--- src/rtl/load_store_unit.sv ---
`default_nettype none
// ============================================================================
//  Module   : load_store_unit
//  Purpose  : Single-outstanding RV32 load/store unit. It accepts one request
//             from execute and checks alignment and funct3. A legal request
//             becomes one data-memory access with lane-replicated store data
//             and byte enables. The response is a sign/zero-extended load
//             result, or zero for stores and errors.
//  Ports    : clk, rst_n                      - clock, async active-low reset
//             req_valid/req_ready/req_*       - execute-stage request
//             rsp_valid/rsp_ready/rsp_*       - writeback response
//             dmem_req/dmem_gnt/dmem_*        - data-memory request channel
//             dmem_rvalid/dmem_rdata          - data-memory response channel
//  Revision : 1.0 - initial release
// ============================================================================
module load_store_unit #(
   parameter int XLEN = 32
) (
   input  logic            clk,
   input  logic            rst_n,
   input  logic            req_valid,
   output logic            req_ready,
   input  logic            req_is_store,
   input  logic [2:0]      req_funct3,
   input  logic [XLEN-1:0] req_addr,
   input  logic [XLEN-1:0] req_wdata,
   input  logic [4:0]      req_rd,
   output logic            rsp_valid,
   input  logic            rsp_ready,
   output logic [XLEN-1:0] rsp_rdata,
   output logic [4:0]      rsp_rd,
   output logic            rsp_err,
   output logic            dmem_req,
   output logic            dmem_we,
   output logic [XLEN-1:0] dmem_addr,
   output logic [3:0]      dmem_be,
   output logic [XLEN-1:0] dmem_wdata,
   input  logic            dmem_gnt,
   input  logic            dmem_rvalid,
   input  logic [XLEN-1:0] dmem_rdata
);

   localparam logic [1:0] S_IDLE  = 2'd0;
   localparam logic [1:0] S_ISSUE = 2'd1;
   localparam logic [1:0] S_WAIT  = 2'd2;
   localparam logic [1:0] S_RESP  = 2'd3;

   localparam logic [2:0] F3_B  = 3'b000;
   localparam logic [2:0] F3_H  = 3'b001;
   localparam logic [2:0] F3_BU = 3'b100;
   localparam logic [2:0] F3_HU = 3'b101;

   logic [1:0]      state_q, state_d;
   logic [2:0]      funct3_q;
   logic [1:0]      off_q;
   logic            dmem_we_q;
   logic [XLEN-1:0] dmem_addr_q;
   logic [3:0]      dmem_be_q;
   logic [XLEN-1:0] dmem_wdata_q;
   logic [XLEN-1:0] rsp_rdata_q;
   logic [4:0]      rsp_rd_q;
   logic            rsp_err_q;

   logic            w_accept;
   logic            w_misalign;
   logic            w_bad_f3;
   logic            w_req_err;
   logic [3:0]      w_be;
   logic [XLEN-1:0] w_wdata;
   logic [7:0]      w_byte;
   logic [15:0]     w_half;
   logic [XLEN-1:0] w_load_data;

   assign w_accept = req_valid && (state_q == S_IDLE);

   // funct3[1:0] encodes the access size for both loads and stores
   always_comb begin
      w_misalign = 1'b0;
      w_bad_f3   = 1'b0;
      case (req_funct3[1:0])
         2'b01:   w_misalign = req_addr[0];
         2'b10:   w_misalign = |req_addr[1:0];
         default: w_misalign = 1'b0;
      endcase
      if (req_is_store) begin
         w_bad_f3 = (req_funct3 >= 3'b011);
      end else begin
         w_bad_f3 = (req_funct3 == 3'b011) || (req_funct3[2:1] == 2'b11);
      end
   end

   assign w_req_err = w_misalign || w_bad_f3;

   // Byte enables and lane-replicated write data; loads always read a word
   always_comb begin
      w_be    = 4'hF;
      w_wdata = req_wdata;
      case (req_funct3[1:0])
         2'b00: begin
            w_be    = 4'b0001 << req_addr[1:0];
            w_wdata = {4{req_wdata[7:0]}};
         end
         2'b01: begin
            w_be    = 4'b0011 << req_addr[1:0];
            w_wdata = {2{req_wdata[15:0]}};
         end
         default: begin
            w_be    = 4'hF;
            w_wdata = req_wdata;
         end
      endcase
      if (!req_is_store) begin
         w_be    = 4'hF;
         w_wdata = '0;
      end
   end

   // Lane select for loads; halfword accesses are 2-aligned so off_q[1] suffices
   always_comb begin
      w_byte = 8'h00;
      case (off_q)
         2'd0:    w_byte = dmem_rdata[7:0];
         2'd1:    w_byte = dmem_rdata[15:8];
         2'd2:    w_byte = dmem_rdata[23:16];
         default: w_byte = dmem_rdata[31:24];
      endcase
      w_half = off_q[1] ? dmem_rdata[31:16] : dmem_rdata[15:0];
      case (funct3_q)
         F3_B:    w_load_data = {{24{w_byte[7]}}, w_byte};
         F3_H:    w_load_data = {{16{w_half[15]}}, w_half};
         F3_BU:   w_load_data = {24'h000000, w_byte};
         F3_HU:   w_load_data = {16'h0000, w_half};
         default: w_load_data = dmem_rdata;
      endcase
   end

   always_comb begin
      state_d = state_q;
      case (state_q)
         S_IDLE:  if (w_accept)    state_d = w_req_err ? S_RESP : S_ISSUE;
         S_ISSUE: if (dmem_gnt)    state_d = S_WAIT;
         S_WAIT:  if (dmem_rvalid) state_d = S_RESP;
         S_RESP:  if (rsp_ready)   state_d = S_IDLE;
         default: state_d = S_IDLE;
      endcase
   end

   always_ff @(posedge clk or negedge rst_n) begin
      if (!rst_n) begin
         state_q      <= S_IDLE;
         funct3_q     <= 3'b000;
         off_q        <= 2'b00;
         dmem_we_q    <= 1'b0;
         dmem_addr_q  <= '0;
         dmem_be_q    <= 4'h0;
         dmem_wdata_q <= '0;
         rsp_rdata_q  <= '0;
         rsp_rd_q     <= 5'd0;
         rsp_err_q    <= 1'b0;
      end else begin
         state_q <= state_d;
         if (w_accept) begin
            funct3_q    <= req_funct3;
            off_q       <= req_addr[1:0];
            rsp_rd_q    <= req_rd;
            rsp_err_q   <= w_req_err;
            rsp_rdata_q <= '0;
            // The memory-side fields only change for requests that reach memory
            if (!w_req_err) begin
               dmem_we_q    <= req_is_store;
               dmem_addr_q  <= {req_addr[XLEN-1:2], 2'b00};
               dmem_be_q    <= w_be;
               dmem_wdata_q <= w_wdata;
            end
         end
         if ((state_q == S_WAIT) && dmem_rvalid) begin
            rsp_rdata_q <= dmem_we_q ? '0 : w_load_data;
         end
      end
   end

   assign req_ready  = (state_q == S_IDLE);
   assign dmem_req   = (state_q == S_ISSUE);
   assign rsp_valid  = (state_q == S_RESP);
   assign dmem_we    = dmem_we_q;
   assign dmem_addr  = dmem_addr_q;
   assign dmem_be    = dmem_be_q;
   assign dmem_wdata = dmem_wdata_q;
   assign rsp_rdata  = rsp_rdata_q;
   assign rsp_rd     = rsp_rd_q;
   assign rsp_err    = rsp_err_q;

endmodule
`default_nettype wire

--- config.mk ---
export PLATFORM = sky130hd
export DESIGN_NAME = load_store_unit
export DESIGN_NICKNAME = d
export VERILOG_FILES = /design/src/rtl/load_store_unit.sv
export SDC_FILE = /design/constraint.sdc
export NUM_CORES = 1
export LEC_CHECK = 0
export BUFFER_PORTS_ARGS = -buffer_cell sky130_fd_sc_hd__buf_2
export CAP_MARGIN = 20
export CORE_UTILIZATION = 30
export DETAILED_ROUTE_END_ITERATION = 8
export HOLD_SLACK_MARGIN = 0.12
export PLACE_DENSITY_LB_ADDON = 0.08
export SLEW_MARGIN = 10
export SYNTH_ARGS = -nofsm -noshare
export SYNTH_HDL_FRONTEND = slang
export SYNTH_SLANG_ARGS = --single-unit
--- constraint.sdc ---
create_clock -name clk -period 2.15 [get_ports clk]
set_clock_uncertainty 0.2 [all_clocks]
set_input_delay 0.215 -clock clk [delete_from_list [all_inputs] [get_ports clk]]
set_output_delay 0.215 -clock clk [all_outputs]
set_load 0.005 [all_outputs]
======== Yosys cells after proc, flatten, opt, wreduce, memory -nomap -nowiden ========
Index checks and enable logic that the tools add are counted.
W data, S select, Z words.
operators by class
  magnitude comparators ................... 1
  equality and inequality tests ........... 16
  shifts and indexed selects .............. 2
  muxes and demuxes ....................... 18
  bitwise logic cells ..................... 1
  reductions and logical operators ........ 12
operators by type and width
  operator               number
  $mux W32               4
  $pmux W32 S4           1
  $pmux W32 S2           1
  $pmux W8 S3            1
  $mux W16               1
  $eq A2 B2 Y1 const B   5
  $mux W2                5
  $pmux W2 S4            1
  $pmux W4 S2            1
  $eq A2 B1 Y1 const B   3
  $eq A3 B3 Y1 const B   2
  $logic_not A2 Y1       3
  $ne A2 B1 Y1 const B   3
  $mux W4                1
  $reduce_and A4 Y1      1
  $shl A1 B2 Y4 const A  1
  $shl A2 B2 Y4 const A  1
  $eq A3 B1 Y1 const B   1
  $eq A3 B2 Y1 const B   1
  $ge A3 B2 Y1 const B   1
  $logic_not A3 Y1       1
  $logic_and A1 B1 Y1    2
  $logic_or A1 B1 Y1     2
  $ne A2 B2 Y1 const B   1
  other kinds (6)        6
storage, ports and cells
  bits in registers ....................... 112
  input port bits ......................... 111
  output and inout port bits .............. 110

======== Depth between registers and ports, before layout ========
Gate-level depths: netlist (run 1).
  depth after elaboration ................. 7
  mapped depth ............................ 8

======== Worst setup path before layout (run 1) ========
No wires, ideal clock.
  path kind ............................... input -> register
  start ................................... input port req_funct3[1]
  end ..................................... register dmem_addr_q[12] (netlist: dmem_addr[12])
  setup time .............................. 0.125 ns
  data arrival time ....................... 1.767 ns
  path slack .............................. 0.059 ns
  cell stages on the path ................. 7
  path through ............................ clkinv_1 ha_1 o211ai_1 nand3_2 nor2_4 buf_6 mux2_2
on the way
  cells in the longest elaborated chain, start to end .. 6
  elaborated cells between the ends (all ways) .. 11
  those cells by class .................... order compare (1); eq/ne (4); mux (2); bitwise (1); reduce/logical (3)
ends and longest elaborated chain
  element                                                               line  source
  start: declaration                                                    24    input logic [2:0] req_funct3,
  parallel branches: the longest is 3 deep, another holds $ge A3 B2 Y1  -
  $logic_or A1 B1 Y1 (*)                                                92    assign w_req_err = w_misalign || w_bad_f3;
  $not A1 Y1 (no line) (*)                                              -
  $reduce_and A2 Y1 (no line) (*)                                       -
  end signal: assignment                                                171   dmem_addr_q <= {req_addr[XLEN-1:2], 2'b00};
  end: declaration                                                      57    logic [XLEN-1:0] dmem_addr_q;
Mark *: on every way between the ends.
A chain may end at the register's enable or synchronous reset.

======== Final worst setup path (run 1) ========
  start ................................... input port req_funct3[2]
  end ..................................... register dmem_wdata_q[31] (netlist: dmem_wdata[31])
on the way
  cells in the longest elaborated chain, start to end .. 6
  elaborated cells between the ends (all ways) .. 8
  those cells by class .................... order compare (1); eq/ne (2); mux (1); bitwise (1); reduce/logical (3)
ends and longest elaborated chain
  element                                                               line  source
  parallel branches: the longest is 2 deep, another holds $ge A3 B2 Y1  -
  $mux W1 (*)                                                           85    if (req_is_store) begin
  $logic_or A1 B1 Y1 (*)                                                92
  $not A1 Y1 (no line) (*)                                              -
  $reduce_and A2 Y1 (no line) (*)                                       -
  end signal: assignment                                                173   dmem_wdata_q <= w_wdata;
  end: declaration                                                      59    logic [XLEN-1:0] dmem_wdata_q;
Marks and branches as above.

==> impl_metrics.csv, run 1 <==
group,metric,value,unit
placed_design,placed_area,0.00682,mm^2
power_and_ir_drop,vdd_drop_max,515,uV
grt,grt_start_max_net_pins,113,
clock_network,clkSinkCount,112,
grt,grt_overflow_total,0,
logic_synthesis,ys_seq_elements,112,
floorplan,core.rowCount,48,
layout,syn2layout_area_growth,52.3,%
setup_path,cp_cell_sequence,"dlygate4sd3_1 > buf_2 > mux2i_1 > o211ai_4 > buf_4 > o41ai_1",
clock_network,cts_buffers,9,
logic_synthesis,synthCells,478,
sta,setup_viol,0,
sta,finalSetupTns,0,ps
grt,grt_pass1_wl,26.8,mm
setup_path,critical_path_class,"in -> reg",
setup_path,start_kind,"input pin",
setup_path,crit_required,2190,ps
sta,rsz0062_at_grt,"false",
placed_design,place_congestion,0.793,
logic_synthesis,syn_avg_cell_area,11.4,um^2
worst_hold_path,min_from,"dmem_gnt",
setup_path,crit_fanout,53,
clock_network,cts_tree,"yes",
floorplan,start_util,0.310,
routing,drc_errors,0,
routing,vias,5059,
clock_network,insertion_delay,360,ps
setup_path,startpoint,"req_funct3[2]",
power_and_ir_drop,power.leakage,3.99,nW
setup_path,setup.worst_path.end_class,"flop",
sta,fmax,0.494,GHz
placed_design,numPortBuffers,218,
floorplan,die_height,137,um
floorplan,core_area,0.0175,mm^2
floorplan,io-pin-count,221,
layout,fin_area,0.00829,mm^2
setup_path,critical-path-slowest-cell,"dlygate4sd3_1",
layout,post_route_cells_drive_above_1_share,0.383,
sta,slew_viol_final,0,
setup_path,path_buf_inv,3,
layout,final_nets,925,
clock_network,clkTransAtPathRegs,80,ps
routing,wl_per_cell,16.5,um
routing,dr.pass1.iters,4,
grt,grt.total_usage,0.187,
layout,final_common_cell,"buf_2",
sta,worst_slew_pin_slew,636,ps
routing,vias_per_cell,4.88,
run,maxCapViolCount,0,
outcome,outcome,"completed",
routing,drt-initial-drc-count,198,
setup_path,cp_data_arrival_time,2060,ps
power_and_ir_drop,power.density,1090,mW/mm^2
layout,final_cell_mix,"217 x buf_2, 116 x dlygate4sd3_1, 112 x dfrtp_1, 43 x o21ai_0, 42 x mux2_2",
routing,wirelength,17.1,mm
setup_path,reg2reg_from,"state_q[1]$_DFFE_PN0P_",
clock_network,ctsHtreeMaxLevel,3,
logic_synthesis,synthDistinctLibCells,46,
grt,grt_pass1_vias,5192,
setup_path,crit_family,"buffers and inverters",
logic_synthesis,synthesis.area,0.00544,mm^2
placed_design,dpl.hpwl,11.8,mm
grt,antenna_found_initial,0,
sta,final_hold_viol_count,0,
clock_network,postCtsSetupBuffers,0,
clock_network,cts_buffer_depth,2,
floorplan,die_w,137,um
setup_path,crit_path_max_incr_delay,520,ps
sta,min_period,2020,ps
layout,num_antenna_cells,0,
logic_synthesis,synth-seq-area-share,0.515,
sta,slew_headroom,0.576,
clock_network,clockRootBuffer,"clkbuf_16",
worst_hold_path,hp-class,"in -> reg",
logic_synthesis,ys_warn_count,0,
routing,ant_nets,0,
sta,post-route-period-util,0.941,
floorplan,dieArea,0.0187,mm^2
==> final cells by class <==
class | count | area [um^2]
well taps | 225 | 282
flip-flops and latches | 112 | 2800
repair buffers | 357 | 2480
clock buffers | 9 | 225
fillers | 1685 | 9250
multi-input cells | 316 | 2380
clock inverters | 7 | 83.8
inverters | 10 | 37.5
==> tightest hold or removal path, stage by stage <==
cell      delay [ps]
buf_2            100
inv_1             40
a22oi_1           80
o221ai_1         120
mux2i_1           90
==> cell families after synthesis <==
family	synth area share
simple gates	0.0745
buf+inv	0.0487
flops	0.515
mux	0.134
other cells	0.000689
compound gates	0.209
fa+ha+maj	0.0184
==> registers in the layout (all words and copies together) (netlist names) <==
name,count
state_q,2
dmem_we,1
dmem_addr,30
rsp_err,1
funct3_q,3
rsp_rd,5
off_q,2
dmem_wdata,32
rsp_rdata,32
dmem_be,4
==> per-stage QoR <==
| step | total power, W | worst slack, ps | hold slack [ps] | utilization | instances |
|---|---|---|---|---|---|
| 6_report | 0.00905 | 128 | 127 | 0.473 | 1036 |
| 5_1_grt | 0.00973 | 14.8 | 159 | 0.473 | 1036 |
| 4_1_cts | 0.00917 | 50.1 | 128 | 0.473 | 1036 |
| 3_5_place_dp | 0.00719 | -15.0 | 166 | 0.389 | 904 |
| 3_3_place_gp | 0.00710 | 59.9 | 158 | 0.389 | 904 |
| 2_1_floorplan | 0.00554 | 58.5 | -281 | - | 479 |
==> power by group <==
| group | switching [W] | leakage (nW) | total, W | internal, W |
|---|---|---|---|---|
| logic | 0.00180 | 2.42 | 0.00377 | 0.00198 |
| clock network | 0.000852 | 0.149 | 0.00178 | 0.000929 |
| registers | 0.000506 | 1.42 | 0.00350 | 0.00299 |
==> routing by layer <==
metal,wire (um),up-vias,global-route usage
met3,875,24,0.0337
met2,8540,143,0.318
met4,329,0,0.0741
met5,0,-,0
met1,7390,2455,0.234
li1,-,2437,-
==> timing repair <==
action                                  in CTS  in global routing
endpoints found under the setup margin       0                 17
gates resized for setup                      0                  1
hold buffers                               116                  0
endpoints found under the hold margin      219                  0
==> synth_stat cells (all sizes together) <==
cell,number,share of area
mux2i,11,0.020
nand2,35,0.025
buf,22,0.029
clkbuf,19,0.013
dfrtp,112,0.51
o31ai,8,0.011
a22o,15,0.024
o221ai,1,0.0016
nor4b,1,0.0016
a21oi,32,0.029
nand2b,6,0.0083
ha,8,0.018
nor2,10,0.0087
clkinv,1,0.00069
and2,2,0.0023
inv,9,0.0062
nand3,8,0.0083
a32o,2,0.0037
conb,1,0.00069
or3,6,0.0069
o41ai,18,0.029
o21ai,44,0.040
or2,1,0.0011
mux2,53,0.11
nor4,1,0.0011
o211ai,3,0.0067
a221o,17,0.031
nor2b,10,0.011
a22oi,11,0.018
a21boi,2,0.0048
o22ai,8,0.0092
mux4,1,0.0041
==> final timing paths <==
kind / endpoint / slack [ps] / depth (start not counted)
min: state_q[1]$_DFFE_PN0P_ / 130 / 5
max: dmem_wdata[31]$_DFFE_PN0P_ / 130 / 6
min reg2reg: dmem_addr[11]$_DFFE_PN0P_ / 290 / 1
min in group asynchronous: rsp_rdata[24]$_DFFE_PN0P_ / 290 / 3
max reg2reg: dmem_wdata[31]$_DFFE_PN0P_ / 140 / 5
max in group asynchronous: dmem_wdata[23]$_DFFE_PN0P_ / 990 / 3
Note: power is estimated with default switching activity, not from simulation.
==> run 2, diff against run 1 <==
--- a/config.mk
+++ b/config.mk
@@ -13,2 +13,3 @@
 export PLACE_DENSITY_LB_ADDON = 0.08
+export REMOVE_ABC_BUFFERS = 1
 export SLEW_MARGIN = 10
==> constraint.sdc (replaced) <==
create_clock -name clk -period 2.15 [get_ports clk]
set_clock_uncertainty 0.2 [all_clocks]
set_input_delay 0.1075 -clock clk [delete_from_list [all_inputs] [get_ports clk]]
set_output_delay 0.1075 -clock clk [all_outputs]
set_load 0.005 [all_outputs]
==> impl_metrics.csv, run 2 (synthesized netlist as in run 1, its figures left out) <==
group,metric,value,unit
outcome,outcome,"completed",
power_and_ir_drop,power.leakage,4.10,nW
floorplan,core_area,0.0175,mm^2
floorplan,die_w,137,um
setup_path,start_kind,"flop",
sta,setup_ws,105,ps
placed_design,place_congestion,0.753,
routing,vias_per_cell,4.93,
sta,final_hold_viol_count,0,
grt,grt_pass1_vias,5500,
clock_network,ctsHtreeMaxLevel,3,
setup_path,critical_path_class,"reg -> reg",
grt,antenna_found_initial,0,
routing,wl_per_cell,15.9,um
layout,final_common_cell,"buf_2",
worst_hold_path,hp-class,"in -> async",
setup_path,reg2reg_from,"state_q[0]$_DFFE_PN0P_",
power_and_ir_drop,vdd_drop_max,537,uV
setup_path,rrSetupSlack,110,ps
grt,grt_pass1_wl,27.3,mm
layout,post_route_cells_drive_above_1_share,0.381,
setup_path,crit_fanout,21,
layout,finish.utilization,0.486,
routing,drt-initial-drc-count,247,
sta,post-route-period-util,0.951,
floorplan,core.rowCount,48,
layout,syn2layout_area_growth,56.4,%
layout,num_antenna_cells,0,
routing,drc_errors,0,
floorplan,start_util,0.310,
run,maxCapViolCount,0,
layout,final_nets,943,
sta,min_period,2040,ps
floorplan,die_height,137,um
sta,worst_slew_pin_slew,742,ps
clock_network,insertion_delay,350,ps
sta,slew_headroom,0.505,
routing,vias,5191,
sta,slew_viol_final,0,
clock_network,cts_tree,"yes",
routing,wirelength,16.8,mm
setup_path,crit_required,2190,ps
grt,grt_start_max_net_pins,54,
placed_design,dpl.hpwl,11.6,mm
clock_network,clkSinkCount,112,
setup_path,setup.worst_path.end_class,"flop",
sta,setup_viol,0,
sta,fmax,0.489,GHz
setup_path,r2r_cells,6,
clock_network,cts_buffer_depth,2,
floorplan,dieArea,0.0187,mm^2
grt,grt.total_usage,0.187,
floorplan,io-pin-count,221,
placed_design,place_ws,61.6,ps
clock_network,cts_buffers,9,
routing,ant_nets,0,
setup_path,r2r-end,"dmem_addr[5]$_DFFE_PN0P_",
power_and_ir_drop,power.density,1070,mW/mm^2
layout,final_cell_mix,"217 x buf_2, 132 x dlygate4sd3_1, 112 x dfrtp_1, 43 x o21ai_0, 42 x mux2_2",
routing,dr.pass1.iters,7,
placed_design,placed_area,0.00684,mm^2
sta,rsz0062_at_grt,"false",
grt,grt_overflow_total,0,
clock_network,clkTransAtPathRegs,80,ps
clock_network,clockRootBuffer,"clkbuf_16",
layout,fin_area,0.00852,mm^2
placed_design,numPortBuffers,218,
setup_path,cp_data_arrival_time,2080,ps
-- run 2: area by class of cell --
class | count | area, um^2
fill | 1640 | 9020
sequential | 112 | 2800
timing repair buffer | 375 | 2680
multi-input combinational | 316 | 2390
tap | 225 | 282
clock buffer | 10 | 239
clock inverter | 6 | 82.6
inverter | 10 | 37.5
-- run 2: worst max-delay path by stage --
| stage | start | to | slack [ps] | cells past startpoint |
|---|---|---|---|---|
| final | state_q[0]$_DFFE_PN0P_ | dmem_addr[5]$_DFFE_PN0P_ | 110 | 6 |
| after CTS | state_q[0]$_DFFE_PN0P_ | rsp_rdata[17]$_DFFE_PN0P_ | 50 | 6 |
| after floorplan | req_funct3[1] | dmem_addr[12]$_DFFE_PN0P_ | -890 | 6 |
| after global routing | state_q[0]$_DFFE_PN0P_ | dmem_wdata[31]$_DFFE_PN0P_ | 0.4 | 5 |
| after global placement | state_q[0]$_DFFE_PN0P_ | rsp_rdata[16]$_DFFE_PN0P_ | 160 | 6 |
| after detailed placement | state_q[0]$_DFFE_PN0P_ | rsp_rdata[24]$_DFFE_PN0P_ | 60 | 6 |
-- run 2: worst max-delay path: stages (launching register included) --
cell	delay (ps)
dfrtp_1	410
inv_1	110
ha_1	320
o211ai_4	140
nor2_4	210
buf_12	190
mux2_1	340
-- run 2: power breakdown --
| group | internal (W) | switching [W] | total [W] |
|---|---|---|---|
| clock network | 0.000964 | 0.000839 | 0.00180 |
| logic | 0.00203 | 0.00181 | 0.00383 |
| registers | 0.00299 | 0.000497 | 0.00349 |
| total | 0.00598 | 0.00314 | 0.00912 |
-- run 2: per-layer routing --
layer  global-route usage  vias up  share of wire
met5                    0        -              0
met4               0.0630        0          0.020
met3               0.0448       25          0.057
met2                0.326      174           0.49
met1                0.223     2525           0.43
li1                     -     2467              -
-- run 2: per-stage QoR --
step / std cells / TNS, ps / hold WS [ps] / power (W)
finish: 1054 / 0 / 154 / 0.00912
global placement: 905 / 0 / 1.94 / 0.00707
CTS: 1053 / 0 / 177 / 0.00923
detailed placement: 905 / 0 / 14.5 / 0.00717
global route: 1054 / 0 / 234 / 0.00983
floorplan: 438 / -39210 / -388 / 0.00539
-- run 2: timing repair --
action / in CTS / in global routing
buffers inserted: 0 / 1
hold buffers: 132 / 0
resized for setup: 0 / 4
hold endpoints to repair: 193 / 0
setup endpoints to repair: 0 / 27
